<file path="config.mk">
export PLATFORM = sky130hd
export DESIGN_NAME = hilo_muldiv
export DESIGN_NICKNAME = d
export VERILOG_FILES = /design/src/rtl/muldiv_pkg.sv /design/src/rtl/muldiv_step.sv /design/src/rtl/hilo_muldiv.sv
export SDC_FILE = /design/constraint.sdc
export NUM_CORES = 1
export LEC_CHECK = 0
export CELL_PAD_IN_SITES_DETAIL_PLACEMENT = 1
export CELL_PAD_IN_SITES_GLOBAL_PLACEMENT = 1
export CORE_ASPECT_RATIO = 1.1
export CORE_MARGIN = 1.5
export CORE_UTILIZATION = 40
export CTS_BUF_LIST = sky130_fd_sc_hd__clkbuf_4
export CTS_CLUSTER_SIZE = 8
export DETAILED_ROUTE_END_ITERATION = 8
export PLACE_DENSITY = 0.85
export SLEW_MARGIN = 15
export SYNTH_ARGS = -nofsm -noshare
export SYNTH_HDL_FRONTEND = slang
export SYNTH_SLANG_ARGS = --single-unit
</file>
<file path="constraint.sdc">
create_clock -name clk -period 3 [get_ports clk]
set_input_delay 0.45 -clock clk [delete_from_list [all_inputs] [get_ports clk]]
set_output_delay 0.45 -clock clk [all_outputs]
set_load 0.01 [all_outputs]
</file>
<file path="src/rtl/muldiv_pkg.sv">
// Shared encodings and constants for the HI/LO multiply/divide unit.
package muldiv_pkg;

    typedef enum logic [2:0] {
        OP_MULTU = 3'b000,
        OP_MULT  = 3'b001,
        OP_DIVU  = 3'b010,
        OP_DIV   = 3'b011,
        OP_MTHI  = 3'b100,
        OP_MTLO  = 3'b101
    } op_e;

    typedef enum logic [1:0] {
        S_IDLE = 2'd0,
        S_RUN  = 2'd1,
        S_FIX  = 2'd2
    } state_e;

    localparam int          MULDIV_CYCLES = 32;
    localparam logic [31:0] DIV0_LO       = 32'hFFFFFFFF;

    // Two's-complement magnitude when the operand is treated as signed.
    function automatic logic [31:0] mag(input logic [31:0] v, input logic sgn);
        return (sgn && v[31]) ? (~v + 32'd1) : v;
    endfunction

endpackage

</file>
<file path="src/rtl/muldiv_step.sv">
// One combinational iteration: shift-add multiply step or restoring divide step.
module muldiv_step (
    input  logic        mode_div,
    input  logic [63:0] acc,
    input  logic [31:0] operand,
    output logic [63:0] acc_next,
    output logic        qbit
);

    logic [32:0] sum;
    logic [32:0] tmp;
    logic [31:0] diff;
    logic        ge;

    always_comb begin
        sum  = {1'b0, acc[63:32]} + (acc[0] ? {1'b0, operand} : 33'd0);
        tmp  = {acc[63:32], acc[31]};
        ge   = (tmp >= {1'b0, operand});
        // The partial remainder always fits in 32 bits after a successful subtract.
        diff = tmp[31:0] - operand;
        qbit = 1'b0;
        if (mode_div) begin
            acc_next = {(ge ? diff : tmp[31:0]), acc[30:0], 1'b0};
            qbit     = ge;
        end else begin
            acc_next = {sum, acc[31:1]};
        end
    end

endmodule

</file>
<file path="src/rtl/hilo_muldiv.sv">
// Multi-cycle MULT/MULTU/DIV/DIVU/MTHI/MTLO unit owning the HI/LO pair.
// Define HILO_MULDIV_SIGNED_EN to build signed sign-magnitude handling for MULT/DIV.
module hilo_muldiv
    import muldiv_pkg::*;
(
    input  logic        clk,
    input  logic        reset,
    input  logic        start,
    input  logic [2:0]  op,
    input  logic [31:0] a,
    input  logic [31:0] b,
    output logic        busy,
    output logic        done,
    output logic [31:0] hi,
    output logic [31:0] lo
);

    localparam logic [4:0] LAST = 5'(MULDIV_CYCLES - 1);

    state_e      state;
    logic [4:0]  cnt;
    logic [63:0] acc;
    logic [31:0] opnd;
    logic        is_div;
    logic        div0;
    logic [31:0] amag;
    logic [31:0] bmag;
    logic [63:0] prod;
    logic [31:0] quo;
    logic [31:0] rem;
    logic [63:0] step_acc;
    logic        step_q;

`ifdef HILO_MULDIV_SIGNED_EN
    logic neg_res;
    logic neg_rem;

    always_comb begin
        amag = mag(a, op[0]);
        bmag = mag(b, op[0]);
        prod = neg_res ? (~acc + 64'd1) : acc;
        quo  = neg_res ? (~acc[31:0] + 32'd1) : acc[31:0];
        rem  = neg_rem ? (~acc[63:32] + 32'd1) : acc[63:32];
    end
`else
    always_comb begin
        amag = a;
        bmag = b;
        prod = acc;
        quo  = acc[31:0];
        rem  = acc[63:32];
    end
`endif

    muldiv_step u_step (
        .mode_div (is_div),
        .acc      (acc),
        .operand  (opnd),
        .acc_next (step_acc),
        .qbit     (step_q)
    );

    always_ff @(posedge clk) begin
        if (reset) begin
            state  <= S_IDLE;
            busy   <= 1'b0;
            done   <= 1'b0;
            hi     <= 32'd0;
            lo     <= 32'd0;
            cnt    <= 5'd0;
            acc    <= 64'd0;
            opnd   <= 32'd0;
            is_div <= 1'b0;
            div0   <= 1'b0;
`ifdef HILO_MULDIV_SIGNED_EN
            neg_res <= 1'b0;
            neg_rem <= 1'b0;
`endif
        end else begin
            done <= 1'b0;
            case (state)
                S_IDLE: begin
                    if (start) begin
                        case (op)
                            OP_MULTU, OP_MULT, OP_DIVU, OP_DIV: begin
                                state  <= S_RUN;
                                busy   <= 1'b1;
                                cnt    <= 5'd0;
                                is_div <= op[1];
                                div0   <= (b == 32'd0);
                                // Divide shifts the dividend out of the low half; multiply shifts the multiplier.
                                acc    <= {32'd0, (op[1] ? amag : bmag)};
                                opnd   <= op[1] ? bmag : amag;
`ifdef HILO_MULDIV_SIGNED_EN
                                neg_res <= op[0] & (a[31] ^ b[31]);
                                neg_rem <= op[0] & a[31];
`endif
                            end
                            OP_MTHI: begin
                                hi   <= a;
                                done <= 1'b1;
                            end
                            OP_MTLO: begin
                                lo   <= a;
                                done <= 1'b1;
                            end
                            default: ;
                        endcase
                    end
                end
                S_RUN: begin
                    acc <= is_div ? {step_acc[63:1], step_q} : step_acc;
                    cnt <= cnt + 5'd1;
                    if (cnt == LAST)
                        state <= S_FIX;
                end
                S_FIX: begin
                    // A zero divisor leaves the dividend in the remainder, so only LO needs forcing.
                    if (is_div) begin
                        hi <= rem;
                        lo <= div0 ? DIV0_LO : quo;
                    end else begin
                        hi <= prod[63:32];
                        lo <= prod[31:0];
                    end
                    done  <= 1'b1;
                    busy  <= 1'b0;
                    state <= S_IDLE;
                end
                default: state <= S_IDLE;
            endcase
        end
    end

endmodule

</file>
### Yosys cells after proc, flatten, opt, wreduce, memory -nomap -nowiden

Index checks and enable logic that the tools add are counted.

* register bits after elaboration: 171
* output and inout bits: 66
* logic and storage cells: 70

* magnitude comparators: 1
* $add $sub $neg: 3
* muxes and demuxes: 30
* equal/unequal tests: 13
* reductions and logical operators: 13

Operators with widths (count)
* 2-to-1 mux 32 bit: 10
* 2-to-1 mux 64 bit: 3
* one-hot mux 32 bit (2 select lines): 2
* one-hot mux 64 bit (2 select lines): 1
* adder 32 x 33 -> 33 bit: 1
* >= comparator 33 x 32 -> 1 bit: 1
* logical NOT 32 bit: 1
* subtractor 32 bit: 1
* AND reduction 3 bit: 6
* 2-to-1 mux 5 bit: 2
* one-hot mux 5 bit (2 select lines): 1
* == test 3 x 2 -> 1 bit, second input constant: 2
* == test 3 bit, second input constant: 2
* 2-to-1 mux 2 bit: 3
* != test 2 x 1 -> 1 bit, second input constant: 3
* adder 5 x 1 -> 5 bit, second input constant: 1
* == test 5 bit, second input constant: 1
* 2-to-1 mux 1 bit: 5
* != test 2 bit, second input constant: 2
* one-hot mux 1 bit (2 select lines): 2
* one-hot mux 2 bit (2 select lines): 1
* nonzero test 2 bit: 2
* OR reduction 4 bit: 1
* == test 3 x 1 -> 1 bit, second input constant: 1
* 5 further kinds: 5

### Logic depth before layout (Yosys ltp)

* depth in word-level cells: 5
* gate-level depth with buffers: 14
* depth with buffers taken out: 13

### Cells and area by module

Synthesis repeated with hierarchy kept, for this count alone.

* cells, all modules: 1557
* area total of the unflattened synthesis: 12211.7 µm²

By module, submodules not included
* hilo_muldiv: sequential area each 3423.3 µm², cells an instance 897, instances 1, area an instance 7485.9 µm²
* muldiv_step: sequential area each 0.0 µm², cells an instance 660, instances 1, area an instance 4725.8 µm²

### Worst setup path before layout

Ideal clock, no wire load.

* path kind: flip-flop to flip-flop
* start: reg acc[0]
* end: reg acc[61]
* period minus slack after synthesis: 3077 ps
* path slack: -77 ps
* arrival time: 2990 ps
* stages on the path, launching flop included: 13
* data required time: 2913 ps
* path buffers: 1
* cell sequence: dfxtp_1 -> clkbuf_1 -> and2_1 -> ha_1 -> a21o_1 -> a21o_1 -> a311oi_1 -> a21oi_1 -> a221oi_1 -> o21ai_0 -> a22oi_1 -> mux2_2 -> o31ai_1

* word-level cells in the longest chain between the ends: 4

RTL lines
* start: declaration: RTL line hilo_muldiv.sv:22 `logic [63:0] acc;`
* start signal: assignment: RTL line hilo_muldiv.sv:92 `acc <= {32'd0, (op[1] ? amag : bmag)};`
* start signal: assignment: RTL line hilo_muldiv.sv:112 `acc <= is_div ? {step_acc[63:1], step_q} : step_acc;`
* 2-to-1 mux 32 bit: RTL line muldiv_step.sv:16 `sum = {1'b0, acc[63:32]} + (acc[0] ? {1'b0, operand} : 33'd0);`
* adder 32 x 33 -> 33 bit: RTL line muldiv_step.sv:16
* 2-to-1 mux 64 bit: RTL line muldiv_step.sv:22 `if (mode_div) begin`
* one-hot mux 64 bit (2 select lines): RTL line hilo_muldiv.sv:81 `case (state)`

No other way between the ends.
A chain may end at the register's enable or synchronous reset.

### Final worst setup path

* start: reg acc[0]
* end: reg acc[62]

Same word-level chain as after synthesis.

==> impl_metrics.json <==
{
  "numCtsBuffers": 17,
  "vias": 12700,
  "yosysSeqAreaShare_pct": 28.6,
  "fill_cells": 3556,
  "setup_viol": 1,
  "cts_sinks": 171,
  "cp-end-kind": "flop",
  "clk_pin_slew_ps": 160,
  "relSlewSlack_pct": 49.4,
  "cpMostUsedCell": "a211oi_2",
  "reg2reg_from": "acc[0]",
  "r2r_cells": 12,
  "slew_viol_final": 0,
  "synth_edf_count": 0,
  "mostFrequentLayoutCells": "218 x nor2_1, 160 x buf_4, 151 x dfxtp_1",
  "grt_pass1_vias": 13300,
  "rsz0062_at_grt": "yes",
  "hold_violations": 0,
  "place.gp.congestion": 0.908,
  "wl_per_cell_um": 22.3,
  "final_common_cell": "nor2_1",
  "fmax_mhz": 329,
  "cts_root_buffer": "clkbuf_4",
  "cts_tree": "yes",
  "place.detailed.hpwl_mm": 35.6,
  "die_x_um": 168,
  "worst-path-max-fanout": 6,
  "power_density_nw_per_um2": 357,
  "drtIter0Drc": 824,
  "drcViolationCount": 0,
  "max-cap-violations": 0,
  "wl_mm": 47.2,
  "layout_setup_ws_ps": -42.7,
  "syn_nets": 1653,
  "ioPinCount": 136,
  "drt-pass1-iter-count": 4,
  "yosysWarnings": 0,
  "power.total_w": 0.00550,
  "grt_remaining_overflow": 0,
  "cts.htree.levels": 4,
  "initial_utilization_pct": 40.5,
  "clk_path_buf_depth": 2,
  "cp-start-kind": "flop",
  "io_buffers": 135,
  "ff2ff_setup_slack_ps": -40,
  "max-vdd-ir-drop_v": 0.000276,
  "holdPathStages": 3,
  "hold_start": "op[1]",
  "arrival_ps": 3550,
  "syn_area_sq_um": 12000,
  "postRouteAntennaNets": 0,
  "cts_hold_buf": 0,
  "violations": "setup timing",
  "grt_max_degree": 89,
  "worstSetupPathType": "reg -> reg",
  "worst-slew-pin-transition_ps": 753,
  "fin_crit_ps": 3040,
  "chipHeight_um": 184,
  "rows": 66,
  "cp_slowest_cell": "dfxtp_4",
  "clock_latency_ps": 630,
  "ys_seq_elements": 171,
  "synthCells": 1515,
  "cp_data_required_time_ps": 3510,
  "viasPerCell": 5.97,
  "p_leak_nw": 6.33,
  "grt_use_total_pct": 30.1,
  "die-area_sq_um": 30900,
  "fin_nets": 1870,
  "grt_pass1_wl_mm": 73.0,
  "core-area_sq_um": 29500,
  "synthFlopType": "dfxtp_1",
  "syn_avg_cell_area_sq_um": 7.89,
  "yosysUniqueCellTypes": 72,
  "r2r_end": "acc[62]",
  "area_growth_syn_to_layout_pct": 28.9,
  "drive_above_1_share_pct": 17.3,
  "crit_chain": "buf_4 > and2_1 > ha_4 > nand3_1 > a211oi_2 > a21oi_2 > o31ai_4 > a211oi_2 > o311a_1 > a31oi_1 > xor2_1 > a221o_1",
  "dp_worst_setup_slack_ps": -277,
  "min_path_type": "in -> reg",
  "period_share_pct": 101,
  "synthArstFlopShare_pct": 0,
  "fin_tns_setup_ps": -42.7,
  "max_stage_delay_ps": 390,
  "fin_skew_ps": 30.1,
  "antenna_found_initial": 1,
  "status": "finished, violations left",
  "hold_end": "opnd[20]"
}
==> what timing repair did <==
action | in CTS | in global routing
setup buffers | 5 | 8
resized for setup | 41 | 69
setup endpoints to repair | 13 | 26
pin swaps | 20 | 50
endpoints found under the hold margin | 0 | 0
gates cloned | 0 | 0
==> synthesized netlist by cell type (2+ instances only) <==
master,instances,area (sq um)
xor2_1,26,228
a21boi_0,3,22.5
a311oi_1,35,307
nand2b_1,12,75.1
o21ai_1,9,45.0
o21a_1,5,37.5
a21oi_1,105,526
a31oi_1,10,62.6
nand3b_1,2,15.0
fa_1,2,40.0
and3_1,9,56.3
o41ai_1,2,17.5
or4_1,2,15.0
o211ai_1,16,120
o221ai_1,5,43.8
a221o_1,2,20.0
or3_1,6,37.5
nor4b_1,3,26.3
a22oi_1,14,105
clkbuf_1,83,312
ha_1,66,826
nor2b_1,6,37.5
a22o_1,8,70.1
inv_1,56,210
o21ai_0,50,250
a31o_2,3,26.3
o31ai_1,4,30.0
xnor2_1,26,228
nand3_1,23,115
a211oi_1,108,811
a21o_1,27,203
nand4_1,16,100
nor4_1,7,43.8
dfxtp_1,171,3420
nor2_1,219,822
nor3_1,13,65.1
o21bai_1,9,67.6
nand2_1,129,484
buf_2,5,25.0
mux2i_1,142,1420
buf_1,8,30.0
buf_6,3,33.8
and2_1,35,219
and4_1,2,17.5
==> critical path: cells and delay by family (launching register included) <==
family	cells	cell delay, ps
DFF	1	390
adders and majority gates	1	290
AOI/OAI and AO/OA	7	1710
xor gates and xnor gates	1	110
and+or+nand+nor	2	310
buffers and inverters	1	140
==> state kept, by name (all words and copies together), names as in the netlist <==
name,count
cnt,5
done,1
state,2
is_div,1
busy,1
hi,32
lo,32
acc,64
div0,1
opnd,32
==> per-stage QoR <==
step / instances / hold slack [ps] / area (sq um) / utilization [%]
2_1_floorplan: 1515 / 426 / 12000 / -
3_3_place_gp: 2076 / 435 / 14600 / 49.5
3_5_place_dp: 2076 / 461 / 14600 / 49.5
4_1_cts: 2113 / 311 / 15100 / 51.2
5_1_grt: 2120 / 339 / 15400 / 52.3
6_report: 2120 / 327 / 15400 / 52.3
==> routing by layer <==
layer	wire length (um)	track usage, %	vias to the layer above
li1	-	-	5934
met2	22700	52.2	339
met5	0	0	-
met4	1460	10.3	0
met3	2240	4.75	98
met1	20800	38.1	6283
==> layout make-up <==
class                   instances  area [sq um]  share of cell area (%)
repair buffers                298          2620                    17.0
clock inverters                15           153                   0.991
diodes                          1          2.50                  0.0162
flip-flops and latches        171          3460                    22.5
inverters                      56           210                    1.36
clock buffers                  17           128                   0.828
multi-input cells            1188          8360                    54.3
well taps                     374           468                    3.04
==> worst max-delay path by stage <==
stage | cells past startpoint | slack, ps | from | to
finish | 12 | -40 | acc[0] | acc[62]
CTS | 13 | -8 | acc[0] | acc[62]
global placement | 13 | -200 | acc[0] | acc[61]
detailed placement | 12 | -280 | acc[0] | acc[62]
global route | 13 | -150 | acc[0] | acc[62]
floorplan | 12 | -4 | acc[0] | acc[61]
==> cells by family (layout without fill, tap and decap cells) <==
logic type,Yosys count,in the layout,share of synthesized area [%]
xor gates and xnor gates,52,52,3.81
buffers and inverters,156,386,5.17
AOI/OAI and AO/OA,434,434,24.7
muxes,143,143,12.0
adders and majority gates,68,68,7.24
DFF,171,171,28.6
and+or+nand+nor,491,491,18.4
other,0,1,0
==> where the power goes <==
group / internal [W] / switching [W]
sequential: 0.00238 / 0.000133
combinational: 0.000702 / 0.000876
clock: 0.000488 / 0.000917
No activity file was read; power rests on OpenSTA's default activity.
